--- src/rtl/puf_array_seq.sv ---
// PUF array controller: serially loaded challenge, per-PUF reset gating and
// majority-voted response collection over RESP_BITS rotated challenges.
module puf_array_seq #(
    parameter int N_PUF     = 4,
    parameter int SEL_W     = 2,
    parameter int CHAL_BITS = 128,
    parameter int RESP_BITS = 32,
    parameter int VOTES     = 3,
    parameter int RST_CYC   = 4
) (
    input  logic                 clk,
    input  logic                 rstn,
    input  logic                 si,
    input  logic                 si_en,
    output logic                 so,
    input  logic                 start,
    input  logic [SEL_W-1:0]     puf_sel,
    input  logic [1:0]           length_in,
    input  logic [7:0]           settle,
    output logic [CHAL_BITS-1:0] chal,
    output logic [1:0]           length,
    output logic [N_PUF-1:0]     puf_reset,
    input  logic [N_PUF-1:0]     puf_out,
    output logic                 busy,
    output logic                 done,
    output logic [RESP_BITS-1:0] resp,
    output logic                 resp_valid,
    output logic                 sel_err
);

    localparam int VC_W  = $clog2(VOTES + 1);
    localparam int BC_W  = $clog2(RESP_BITS + 1);
    localparam int RC_W  = $clog2(RST_CYC + 1);
    localparam int CYC_W = (RC_W > 8) ? RC_W : 8;

    typedef enum logic [2:0] {
        IDLE,
        RST,
        EVAL,
        SAMP,
        NEXT,
        DONE
    } state_t;

    state_t             state;
    state_t             state_nxt;
    logic [SEL_W-1:0]   sel_q;
    logic [7:0]         settle_q;
    logic [CYC_W-1:0]   cyc_cnt;
    logic [VC_W-1:0]    ones;
    logic [VC_W-1:0]    vote_cnt;
    logic [BC_W-1:0]    bit_cnt;
    logic               raw_bit;
    logic               sync_p0;
    logic               sync_p1;
    logic               sel_ok;
    logic               rst_last;
    logic               eval_last;
    logic               vote_last;
    logic               bit_last;
    logic               vote_bit;

    assign sel_ok    = (32'(puf_sel) < N_PUF);
    assign rst_last  = (cyc_cnt == CYC_W'(RST_CYC - 1));
    assign eval_last = (cyc_cnt == (CYC_W'(settle_q) - CYC_W'(1)));
    assign vote_last = (vote_cnt == VC_W'(VOTES - 1));
    assign bit_last  = (bit_cnt == BC_W'(RESP_BITS - 1));
    assign vote_bit  = (ones > VC_W'(VOTES / 2));

    assign so   = chal[CHAL_BITS-1];
    assign busy = (state != IDLE);
    assign done = (state == DONE);

    // Selected PUF output; sel_q never exceeds N_PUF-1 once latched
    always_comb begin
        raw_bit = 1'b0;
        for (int i = 0; i < N_PUF; i++) begin
            if (sel_q == SEL_W'(i)) raw_bit = puf_out[i];
        end
    end

    // Only the selected PUF is released, and only while it settles and is sampled
    always_comb begin
        puf_reset = '1;
        if (state == EVAL || state == SAMP) begin
            for (int i = 0; i < N_PUF; i++) begin
                if (sel_q == SEL_W'(i)) puf_reset[i] = 1'b0;
            end
        end
    end

    always_ff @(posedge clk or negedge rstn) begin
        if (!rstn) begin
            sync_p0 <= 1'b0;
            sync_p1 <= 1'b0;
        end else begin
            sync_p0 <= raw_bit;
            sync_p1 <= sync_p0;
        end
    end

    always_ff @(posedge clk or negedge rstn) begin
        if (!rstn) state <= IDLE;
        else       state <= state_nxt;
    end

    always_comb begin
        state_nxt = state;
        case (state)
            IDLE: if (start && sel_ok) state_nxt = RST;
            RST:  if (rst_last) state_nxt = EVAL;
            EVAL: if (eval_last) state_nxt = SAMP;
            SAMP: state_nxt = vote_last ? NEXT : RST;
            NEXT: state_nxt = bit_last ? DONE : RST;
            DONE: state_nxt = IDLE;
            default: state_nxt = IDLE;
        endcase
    end

    always_ff @(posedge clk or negedge rstn) begin
        if (!rstn) begin
            chal       <= '0;
            length     <= '0;
            sel_q      <= '0;
            settle_q   <= 8'd1;
            cyc_cnt    <= '0;
            ones       <= '0;
            vote_cnt   <= '0;
            bit_cnt    <= '0;
            resp       <= '0;
            resp_valid <= 1'b0;
            sel_err    <= 1'b0;
        end else begin
            case (state)
                IDLE: begin
                    cyc_cnt  <= '0;
                    ones     <= '0;
                    vote_cnt <= '0;
                    bit_cnt  <= '0;
                    if (si_en) chal <= {chal[CHAL_BITS-2:0], si};
                    if (start) begin
                        if (sel_ok) begin
                            sel_q      <= puf_sel;
                            length     <= length_in;
                            settle_q   <= (settle == 8'd0) ? 8'd1 : settle;
                            resp       <= '0;
                            resp_valid <= 1'b0;
                            sel_err    <= 1'b0;
                        end else begin
                            sel_err <= 1'b1;
                        end
                    end
                end
                RST:  cyc_cnt <= rst_last ? '0 : cyc_cnt + CYC_W'(1);
                EVAL: cyc_cnt <= eval_last ? '0 : cyc_cnt + CYC_W'(1);
                SAMP: begin
                    ones     <= ones + VC_W'(sync_p1);
                    vote_cnt <= vote_cnt + VC_W'(1);
                end
                NEXT: begin
                    resp     <= (resp << 1) | RESP_BITS'(vote_bit);
                    chal     <= {chal[CHAL_BITS-2:0], chal[CHAL_BITS-1]};
                    ones     <= '0;
                    vote_cnt <= '0;
                    bit_cnt  <= bit_cnt + BC_W'(1);
                    // raise valid together with the done pulse
                    if (bit_last) resp_valid <= 1'b1;
                end
                default: ;
            endcase
        end
    end

endmodule

--- config.mk ---
export PLATFORM = sky130hd
export DESIGN_NAME = puf_array_seq
export DESIGN_NICKNAME = d
export VERILOG_FILES = /design/src/rtl/puf_array_seq.sv
export SDC_FILE = /design/constraint.sdc
export NUM_CORES = 1
export LEC_CHECK = 0
export CAP_MARGIN = 10
export CELL_PAD_IN_SITES_DETAIL_PLACEMENT = 0
export CELL_PAD_IN_SITES_GLOBAL_PLACEMENT = 1
export CORE_MARGIN = 4
export CORE_UTILIZATION = 36
export DETAILED_ROUTE_END_ITERATION = 10
export PLACE_DENSITY_LB_ADDON = 0.08
export SLEW_MARGIN = 20
export SYNTH_ARGS = -nofsm -noshare
export SYNTH_HDL_FRONTEND = slang
export SYNTH_SLANG_ARGS = --single-unit
--- constraint.sdc ---
create_clock -name clk -period 2.4 [get_ports clk]
set_clock_uncertainty 0.15 [all_clocks]
set_input_delay 0.24 -clock clk [delete_from_list [all_inputs] [get_ports clk]]
set_output_delay 0.24 -clock clk [all_outputs]
set_load 0.05 [all_outputs]
Word level (Yosys, flattened, before mapping). Cells that the tools add are included.

Bits of input ports: 21. Register bits after elaboration: 196. Output and inout bits: 171.

Add/subtract/negate cells: 5. Reductions and logical operators: 14. Multiplexer cells: 29. Bitwise operators: 1. Equality and inequality tests: 17. Magnitude comparators: 1.

Operators with widths (count): case mux 128 bit (2 select lines) (1); two-way mux 128 bit (1); case mux 32 bit (2 select lines) (1); two-way mux 32 bit (1); bitwise OR 32 x 1 -> 32 bit (1); two-way mux 8 bit (3); case mux 8 bit (3 select lines) (1); two-way mux 3 bit (5); case mux 3 bit (5 select lines) (1); case mux 6 bit (2 select lines) (1); two-way mux 1 bit (10); inequality test 2 bit (second input constant) (5); adder 8 x 1 -> 8 bit (second input constant) (1); equality test 8 x 2 -> 1 bit (second input constant) (1); equality test 8 bit (1); logical NOT 8 bit (1); case mux 2 bit (2 select lines) (2); subtractor 8 x 1 -> 8 bit (second input constant) (1); adder 6 x 1 -> 6 bit (second input constant) (1); equality test 2 bit (second input constant) (3); equality test 3 x 2 -> 1 bit (second input constant) (2); equality test 3 bit (second input constant) (2); equality test 6 x 5 -> 1 bit (second input constant) (1); AND reduction 2 bit (3); 14 further kinds (17).

Depth between registers and ports, before layout. Gate-level depths: netlist (run 1).

Depth after elaboration: 5. Depth in mapped cells: 8. Gate-level depth less buffers: 8.

Worst setup path after synthesis (run 1). OpenSTA, ideal clock, no wires.

Path kind: register -> register. Start: register settle_q[0]. End: register cyc_cnt[5]. Path slack: 0.136 ns. Arrival time: 1.992 ns. Stages on the path, launching flop included: 9. Buffers on the path: 0. Required time: 2.128 ns. Library setup time: 0.122 ns. Path through: dfstp_2 > inv_1 > ha_1 > xor2_1 > nand2_1 > a2111oi_0 > o311ai_1 > o221ai_1 > nand2_1.

Word-level cells in the longest chain between the ends: 4.

RTL lines: from (decl) (RTL line 48) `logic [7:0] settle_q;`; from (signal assigned) (RTL line 145) `settle_q <= (settle == 8'd0) ? 8'd1 : settle;`; subtractor 8 x 1 -> 8 bit (RTL line 65) `assign eval_last = (cyc_cnt == (CYC_W'(settle_q) - CYC_W'(1)));`; equality test 8 bit (RTL line 65); two-way mux 8 bit (RTL line 155) `EVAL: cyc_cnt <= eval_last ? '0 : cyc_cnt + CYC_W'(1);`; case mux 8 bit (3 select lines) (RTL line 134) `case (state)`; to (signal assigned) (RTL line 154) `RST: cyc_cnt <= rst_last ? '0 : cyc_cnt + CYC_W'(1);`; to (signal assigned) (RTL line 155); to (decl) (RTL line 49) `logic [CYC_W-1:0] cyc_cnt;`.

Every way passes these cells. A chain may end at the register's enable or synchronous reset.

Final worst setup path (run 1).
Start: register settle_q[0]. End: register cyc_cnt[7].

The elaborated chain is that of the path after synthesis.

==> results.txt, run 1 <==
----------------------------------------------------
[Critical path]
  Bufs and invs on worst path ... 2
  Worst setup slack for register-to-register paths ... 0.07 ns
  Data arrival at the endpoint of the critical path ... 2.49 ns
  Highest-delay cell along the critical path ... dfstp_2
  Type of the worst setup path ... flop to flop
  Critical path endpoint ... cyc_cnt[7]
  Data required time of the worst path ... 2.56 ns
  Startpoint kind of the worst setup timing path ... flop
  Cell depth of the worst setup path ... 8
  Reg2reg start ... settle_q[0]
  Critical Path Max Stage Delay ... 0.53 ns
  Family with the most delay on the worst path ... compound AO/OA/AOI/OAI gates
  Highest net fanout along the worst path ... 7
  Beginning of the critical path ... settle_q[0]
  Kind of end point of the critical path ... flop
  Terminus of the critical flop-to-flop path ... cyc_cnt[7]
  Sequence of cells on the critical path ... inv_1, ha_2, inv_2, nor3b_4, or3_4, a2111o_1, o221ai_1, nand2_1
  Depth of the worst register-to-register path ... 8

[Routing]
  Drt initial violations ... 269
  Vias after detailed routing ... 5515
  Number of vias per cell ... 4.881
  DR WL/cell ... 15.99 um
  Number of design rule violations left after detail routing ... 0
  Routed Wire Length ... 18070 um
  ANT nets after route ... 0
  DRT Pass-1 Iters ... 5

[Synth]
  Share of the synthesized area in the top cell type ... 0.6066
  Average instance area after synthesis ... 12.53 um^2
  Top flip-flop cell by instance count after synthesis ... dfrtp_1
  Area contributors post-synth ... dfrtp_1 (61%), mux2_2 (19%), nand2_1 (4.6%), o21ai_0 (2.6%), nor2_1 (1.3%)
  Cell taking the most area after synthesis ... dfrtp_1
  Cell types with the highest counts after synthesis ... dfrtp_1 (195), mux2_2 (138), nand2_1 (99)
  Count of flip-flops with a built-in enable after synthesis ... 0
  Yosys warns ... 0
  Seq/Total Area, Yosys ... 0.6099
  Number of distinct library cell variants in the gate-level netlist after synthesis ... 49
  Number of instances in the synthesized netlist ... 642
  Synth Register Bits ... 196
  Most repeated cell in the gate-level netlist after synthesis ... dfrtp_1
  Synthesized Nets ... 668
  Cell area after technology mapping ... 8044 um^2
  Post-synth ARST share ... 1.000

[Timing]
  Maximum clock rate ... 428.7 MHz
  Number of pins with negative max-slew slack in the final report ... 0
  Crit share post-route ... 0.9719
  Setup TNS ... 0 ns
  Final setup violation count ... 0
  Worst-margin pin slew ... 0.5640 ns
  Final hold violations ... 0
  Relative slew slack ... 0.6228
  RSZ-0062 raised after global routing ... true
  Time the worst path needs with I/O delays and setup ... 2.333 ns

[Placement]
  Post-DP HPWL ... 12620 um
  Final weighted congestion in routability-driven placement ... 0.7685
  Number of placed cells counting well taps ... 1095
  Buffers added on ports ... 190
  Total placed instance area ... 10350 um^2

[Cells and area]
  Post-route insts no fill ... 1130
  Antenna fix cells ... 0
  Net count of the finished layout ... 863
  Post-layout utilization of the core ... 0.5013
  Final design area excluding fillers ... 10970 um^2
  Layout cells sized above 1 ... 0.2506
  Area added between synthesis and finish ... 36.41%

[Die]
  Cell row count ... 54
  Area enclosed by the die boundary ... 24800 um^2
  Io pins ... 192
  Die width ... 157.5 um
  CORE AREA ... 21890 um^2
  Initial standard-cell utilization of the core ... 0.3675
  Die H ... 157.5 um

[Global route]
  GRT Resource Usage Total ... 0.1475
  Global-route congestion overflow total ... 0
  Pin count of the biggest net entering global routing ... 71
  First-pass GRT wire length ... 29450 um
  Vias in the first global route ... 5600
  Antenna violations before repair ... 0

[Pwr]
  Total leakage power ... 4.921 nW
  Clock share of power ... 0.288
  Cell-internal power ... 6.194 mW
  Sequential power share ... 0.409
  Worst IR drop on VDD ... 585.8 uV
  Switching power of the nets ... 3.288 mW
  Part of the total power dissipated in combinational logic ... 0.303
  Power density normalized to cell area ... 864.1 nW/um^2
  Sw Ratio ... 0.3467

[Flow run]
  Max-Cap Viols ... 0

[CTS]
  H-tree level count ... 4
  Buffer type at the clock tree root ... clkbuf_16
  Clock-pin slew reported for the worst setup and hold paths after clock tree synthesis ... 0.08 ns
  TritonCTS clock tree ... yes
  Num CTS Buffers ... 17
  Clock sinks ... 196
  Bufs on Longest Clock Path ... 2
  Clock latency reported for the late side of the worst-skew pair ... 0.43 ns

[Min path]
  Hold Crit Class ... primary input to asynchronous set/reset pin

[Outcome]
  Result of the run ... finished, final reports clean

----------------------------------------------------
[placed cells by master (no fill, tap or decap), types with 2 or more instances in the layout]
cell type	instances
dfrtp_1	195
clkdlybuf4s50_1	183
mux2_2	138
nand2_1	99
o21ai_0	40
nor2_1	25
buf_4	20
clkbuf_16	17
inv_1	11
nand3_1	8
nor3_1	6
nor2b_1	5
a21oi_1	5
o221ai_1	5
buf_12	5
and2_0	4
a22o_1	4
ha_1	4
inv_6	4
nand2b_1	3
or2_2	3
xor2_1	3
xnor2_1	3
o22ai_1	3
mux2i_1	3
inv_8	3
clkinv_4	3
inv_2	2
nand3b_1	2
or3_1	2
a31oi_1	2
o211ai_1	2
and3_1	2
nor4_1	2
clkbuf_1	2
clkinv_8	2
dlygate4sd2_1	2
[power groups by stage]
stage | Clock, mW | Sequential (mW) | Combinational, mW
final | 2.74 | 3.88 | 2.87
after global routing | 2.97 | 3.93 | 3.08
after CTS | 2.83 | 3.88 | 2.84
after detailed placement | 0 | 3.95 | 2.83
after global placement | 0 | 3.93 | 2.78
after floorplan | 0 | 4.40 | 1.46
[sequential cells by signal (all words and copies together) (netlist names)]
signal and flops:
length 2, sel_q 2, chal 128, settle_q 8, vote_cnt 2, state 3, ones 2, bit_cnt 6
cyc_cnt 8, sync_p1 1, resp_valid 1, resp 32, sync_p0 1
[cells by family (layout without fill, tap and decap cells)]
group,after synthesis,in the layout,synth area share
fa+ha+maj,5,5,0.007777
compound gates,74,74,0.05724
flops,196,196,0.6099
other cells,1,1,0.0004662
xor+xnor,6,6,0.006534
simple gates,169,169,0.09271
buf+inv,49,257,0.02567
mux,142,142,0.1997
[worst min path at each step]
stage,startpoint,slack (ns),depth (start not counted),endpoint
2_1_floorplan,rstn,-0.21,0,bit_cnt[0]
3_3_place_gp,rstn,0.08,1,chal[104]
3_5_place_dp,rstn,0.09,1,chal[102]
4_1_cts,rstn,0.18,2,chal[102]
5_1_grt,rstn,0.21,2,chal[101]
6_report,rstn,0.18,2,chal[101]
[per-layer routing]
layer / GRT usage / wire length (um)
met1: 0.1988 / 8047
met2: 0.2286 / 8443
met3: 0.04454 / 1290
met4: 0.04957 / 289
met5: 0 / 0
[worst reg2reg max path: stages (launching register included)]
cell and delay (ns):
dfstp_2 0.53, inv_1 0.05, ha_2 0.20, inv_2 0.08, nor3b_4 0.05, or3_4 0.34, a2111o_1 0.51, o221ai_1 0.23
nand2_1 0.07
[stage by stage]
stage / worst slack [ns] / hold slack [ns] / power, mW
floorplan: 0.1360 / -0.2056 / 5.851
global placement: 0.06307 / 0.07546 / 6.705
detailed placement: -0.002608 / 0.08682 / 6.776
CTS: 0.007423 / 0.1808 / 9.555
global route: -0.03694 / 0.2121 / 9.978
finish: 0.06732 / 0.1779 / 9.481
[what timing repair did]
| item | 4_1_cts | 5_1_grt |
|---|---|---|
| hold endpoints to repair | 50 | 0 |
| pin swaps | 1 | 3 |
| endpoints found under the setup margin | 9 | 9 |
| gates resized for setup | 4 | 9 |
| buffers inserted | 0 | 2 |
| hold buffers | 1 | 0 |
[cell type report]
type	count	area [um^2]
tap	280	350.3
timing repair buffer	212	2123
clock inverter	13	135.1
inverter	13	48.80
sequential	196	4906
clock buffer	19	432.9
fill	1953	10920
multi-input combinational	397	2977
(Power assumes the default switching activity.)
==> inputs of run 2 (changes only) <==
Settings changed: CORE_UTILIZATION 36 to 35, CTS_CLUSTER_SIZE set to 30.
==> run 2 against run 1 <==
Compared with the run above: fmax down 2.7%; power up 2.9%; clock power up 5%; via count up 0.33%; core utilization down 1.0 points; largest cell class unchanged; highest routed layer unchanged.
==> results.txt, run 2 (synthesis gave the netlist of run 1 again) <==
----------------------------------------------------
[Outcome]
  Result of the run ... finished, final reports clean

[Routing]
  Number of vias per cell ... 4.832 (-0.99%)
  ANT nets after route ... 0 (unchanged)
  Drt initial violations ... 214 (-20%)
  DRT Pass-1 Iters ... 4 (-1)
  Routed Wire Length ... 18290 um (+1.2%)
  DR WL/cell ... 15.98 um (about the same)
  Number of design rule violations left after detail routing ... 0 (unchanged)
  Vias after detailed routing ... 5533 (+0.33%)

[Pwr]
  Power density normalized to cell area ... 877.6 nW/um^2 (+1.6%)
  Switching power of the nets ... 3.352 mW (+2.0%)
  Clock share of power ... 0.295 (+0.007)
  Sequential power share ... 0.396 (-0.013)
  Total leakage power ... 4.998 nW (+1.6%)
  Cell-internal power ... 6.406 mW (+3.4%)
  Sw Ratio ... 0.3435 (-0.003248)
  Worst IR drop on VDD ... 478.5 uV (-18%)
  Part of the total power dissipated in combinational logic ... 0.309 (+0.006)

[Placement]
  Total placed instance area ... 10430 um^2 (+0.81%)
  Final weighted congestion in routability-driven placement ... 0.7681 (about the same)
  Buffers added on ports ... 190 (unchanged)
  Post-DP HPWL ... 13190 um (+4.5%)
  Worst setup slack after placement ... -0.009229 ns (-0.006621 ns)

[CTS]
  H-tree level count ... 4 (unchanged)
  Clock-pin slew reported for the worst setup and hold paths after clock tree synthesis ... 0.08 ns (about the same)
  Bufs on Longest Clock Path ... 2 (unchanged)
  Clock sinks ... 196 (unchanged)
  Num CTS Buffers ... 17 (unchanged)
  Clock latency reported for the late side of the worst-skew pair ... 0.42 ns (about the same)
  TritonCTS clock tree ... yes
  Buffer type at the clock tree root ... clkbuf_16

[Critical path]
  Critical Path Max Stage Delay ... 0.60 ns (+0.07 ns)
  Highest-delay cell along the critical path ... a2111o_2
  Startpoint kind of the worst setup timing path ... flop
  Depth of the worst register-to-register path ... 8 (unchanged)
  Dominant cell type by count on the critical path ... inv_2
  Kind of end point of the critical path ... flop
  Type of the worst setup path ... flop to flop
  Data required time of the worst path ... 2.56 ns (about the same)
  Sequence of cells on the critical path ... inv_2, ha_4, inv_2, nor3b_2, or3_4, a2111o_2, o221ai_1, nand2_1
  Highest net fanout along the worst path ... 7 (unchanged)
  Data arrival at the endpoint of the critical path ... 2.55 ns (+0.06 ns)

[Die]
  CORE AREA ... 22640 um^2 (+3.4%)
  Die H ... 159.6 um (+1.3%)
  Area enclosed by the die boundary ... 25470 um^2 (+2.7%)
  Die width ... 159.6 um (+1.3%)
  Initial standard-cell utilization of the core ... 0.3553 (-0.01216)
  Io pins ... 192 (unchanged)
  Cell row count ... 55 (+1.9%)

[Flow run]
  Max-Cap Viols ... 0 (unchanged)

[Global route]
  Pin count of the biggest net entering global routing ... 66 (-7.0%)
  First-pass GRT wire length ... 30060 um (+2.1%)
  Antenna violations before repair ... 0 (unchanged)
  GRT Resource Usage Total ... 0.1437 (-0.003765)
  Vias in the first global route ... 5574 (-0.46%)
  Global-route congestion overflow total ... 0 (unchanged)

[Timing]
  Time the worst path needs with I/O delays and setup ... 2.397 ns (+0.06473 ns)
  Relative slew slack ... 0.6117 (-0.01114)
  Crit share post-route ... 0.9989 (+0.02697)
  Final setup violation count ... 0 (unchanged)
  Final hold violations ... 0 (unchanged)
  Number of pins with negative max-slew slack in the final report ... 0 (unchanged)
  RSZ-0062 raised after global routing ... true
  Maximum clock rate ... 417.1 MHz (-2.7%)
  Worst-margin pin slew ... 0.5807 ns (+0.01666 ns)
  Post-route worst setup slack ... 0.002595 ns (-0.06473 ns)

[Cells and area]
  Largest registers ... chal: 128 flops, resp: 32 flops
  Most frequent cells in the layout ... dfrtp_1 (195), clkdlybuf4s50_1 (183), mux2_2 (138), nand2_1 (99), o21ai_0 (39)
  Final design area excluding fillers ... 11120 um^2 (+1.3%)
  Area added between synthesis and finish ... 38.22%
  Antenna fix cells ... 0 (unchanged)
  Number of fillers in the final layout ... 1943 (-0.51%)
  Commonest non-fill, non-tap cell in the layout ... dfrtp_1
  Layout cells sized above 1 ... 0.2686 (+0.01802)
  Max FFs per register ... 128 (unchanged)
  Register containing the most flip-flops in the final layout ... chal
  Net count of the finished layout ... 873 (+1.2%)

[Min path]
  Hold Crit Class ... primary input to asynchronous set/reset pin

----------------------------------------------------
-- run 2: what timing repair did --
action                                  4_1_cts  5_1_grt
resized for setup                             5       17
endpoints found under the setup margin        9       10
pin swaps                                     1        9
hold endpoints to repair                     59        0
hold buffers                                  1        0
buffers inserted                              0        2
-- run 2: critical path, delay by kind of cell (launching register included) --
family	cells	cell delay, ns
AND/OR/NAND/NOR	3	0.52
buffers and inverters	2	0.11
flip-flops	1	0.54
adder cells (fa/ha/maj)	1	0.16
AO/OA/AOI/OAI	2	0.81
-- run 2: path summary, 6_finish.rpt --
path                       slack [ns]         from    endpoint
setup reg to reg                0.003  settle_q[0]  cyc_cnt[5]
hold / removal                   0.21         rstn   chal[115]
hold reg to reg                  0.21      sync_p0     sync_p1
setup / recovery                0.003  settle_q[0]  cyc_cnt[5]
max in group asynchronous        1.18         rstn    resp[31]
min in group clk                 0.21      sync_p0     sync_p1
-- run 2: power groups by stage --
stage	logic (mW)	registers, mW	clock network, mW
after floorplan	1.46	4.40	0
after global placement	2.88	3.92	0
after detailed placement	2.91	3.93	0
after CTS	2.92	3.86	3.01
after global routing	3.25	3.91	3.14
final	3.02	3.86	2.88
-- run 2: layout make-up --
cell class                      instances  area (um^2)  share of cell area
Sequential cell                       196         4906              0.4413
Timing Repair Buffer                  222         2200              0.1978
Multi-Input combinational cell        397         3007              0.2704
Clock inverter                         14        161.4             0.01452
Tap cell                              285        356.6             0.03207
Inverter                               13        48.80            0.004389
Clock buffer                           18        439.2             0.03950
-- run 2: metal layers --
layer  track usage  vias to the layer above  routed length (um)
li1              -                     2620                   -
met1        0.1887                     2768                8235
met2        0.2397                      126                9198
met3       0.02899                       19                 608
met4       0.04655                        0                 251
met5             0                        -                   0
-- run 2: metrics by stage --
stage / hold WS (ns) / TNS (ns) / util / cells / total power, mW
after floorplan: -0.2056 / 0 / - / 642 / 5.851
after global placement: 0.1253 / 0 / 0.4607 / 1110 / 6.792
after detailed placement: 0.1289 / -0.009229 / 0.4607 / 1110 / 6.843
after CTS: 0.2117 / 0 / 0.4879 / 1143 / 9.795
after global routing: 0.2168 / -0.5306 / 0.4911 / 1145 / 10.30
final: 0.2068 / 0 / 0.4911 / 1145 / 9.758
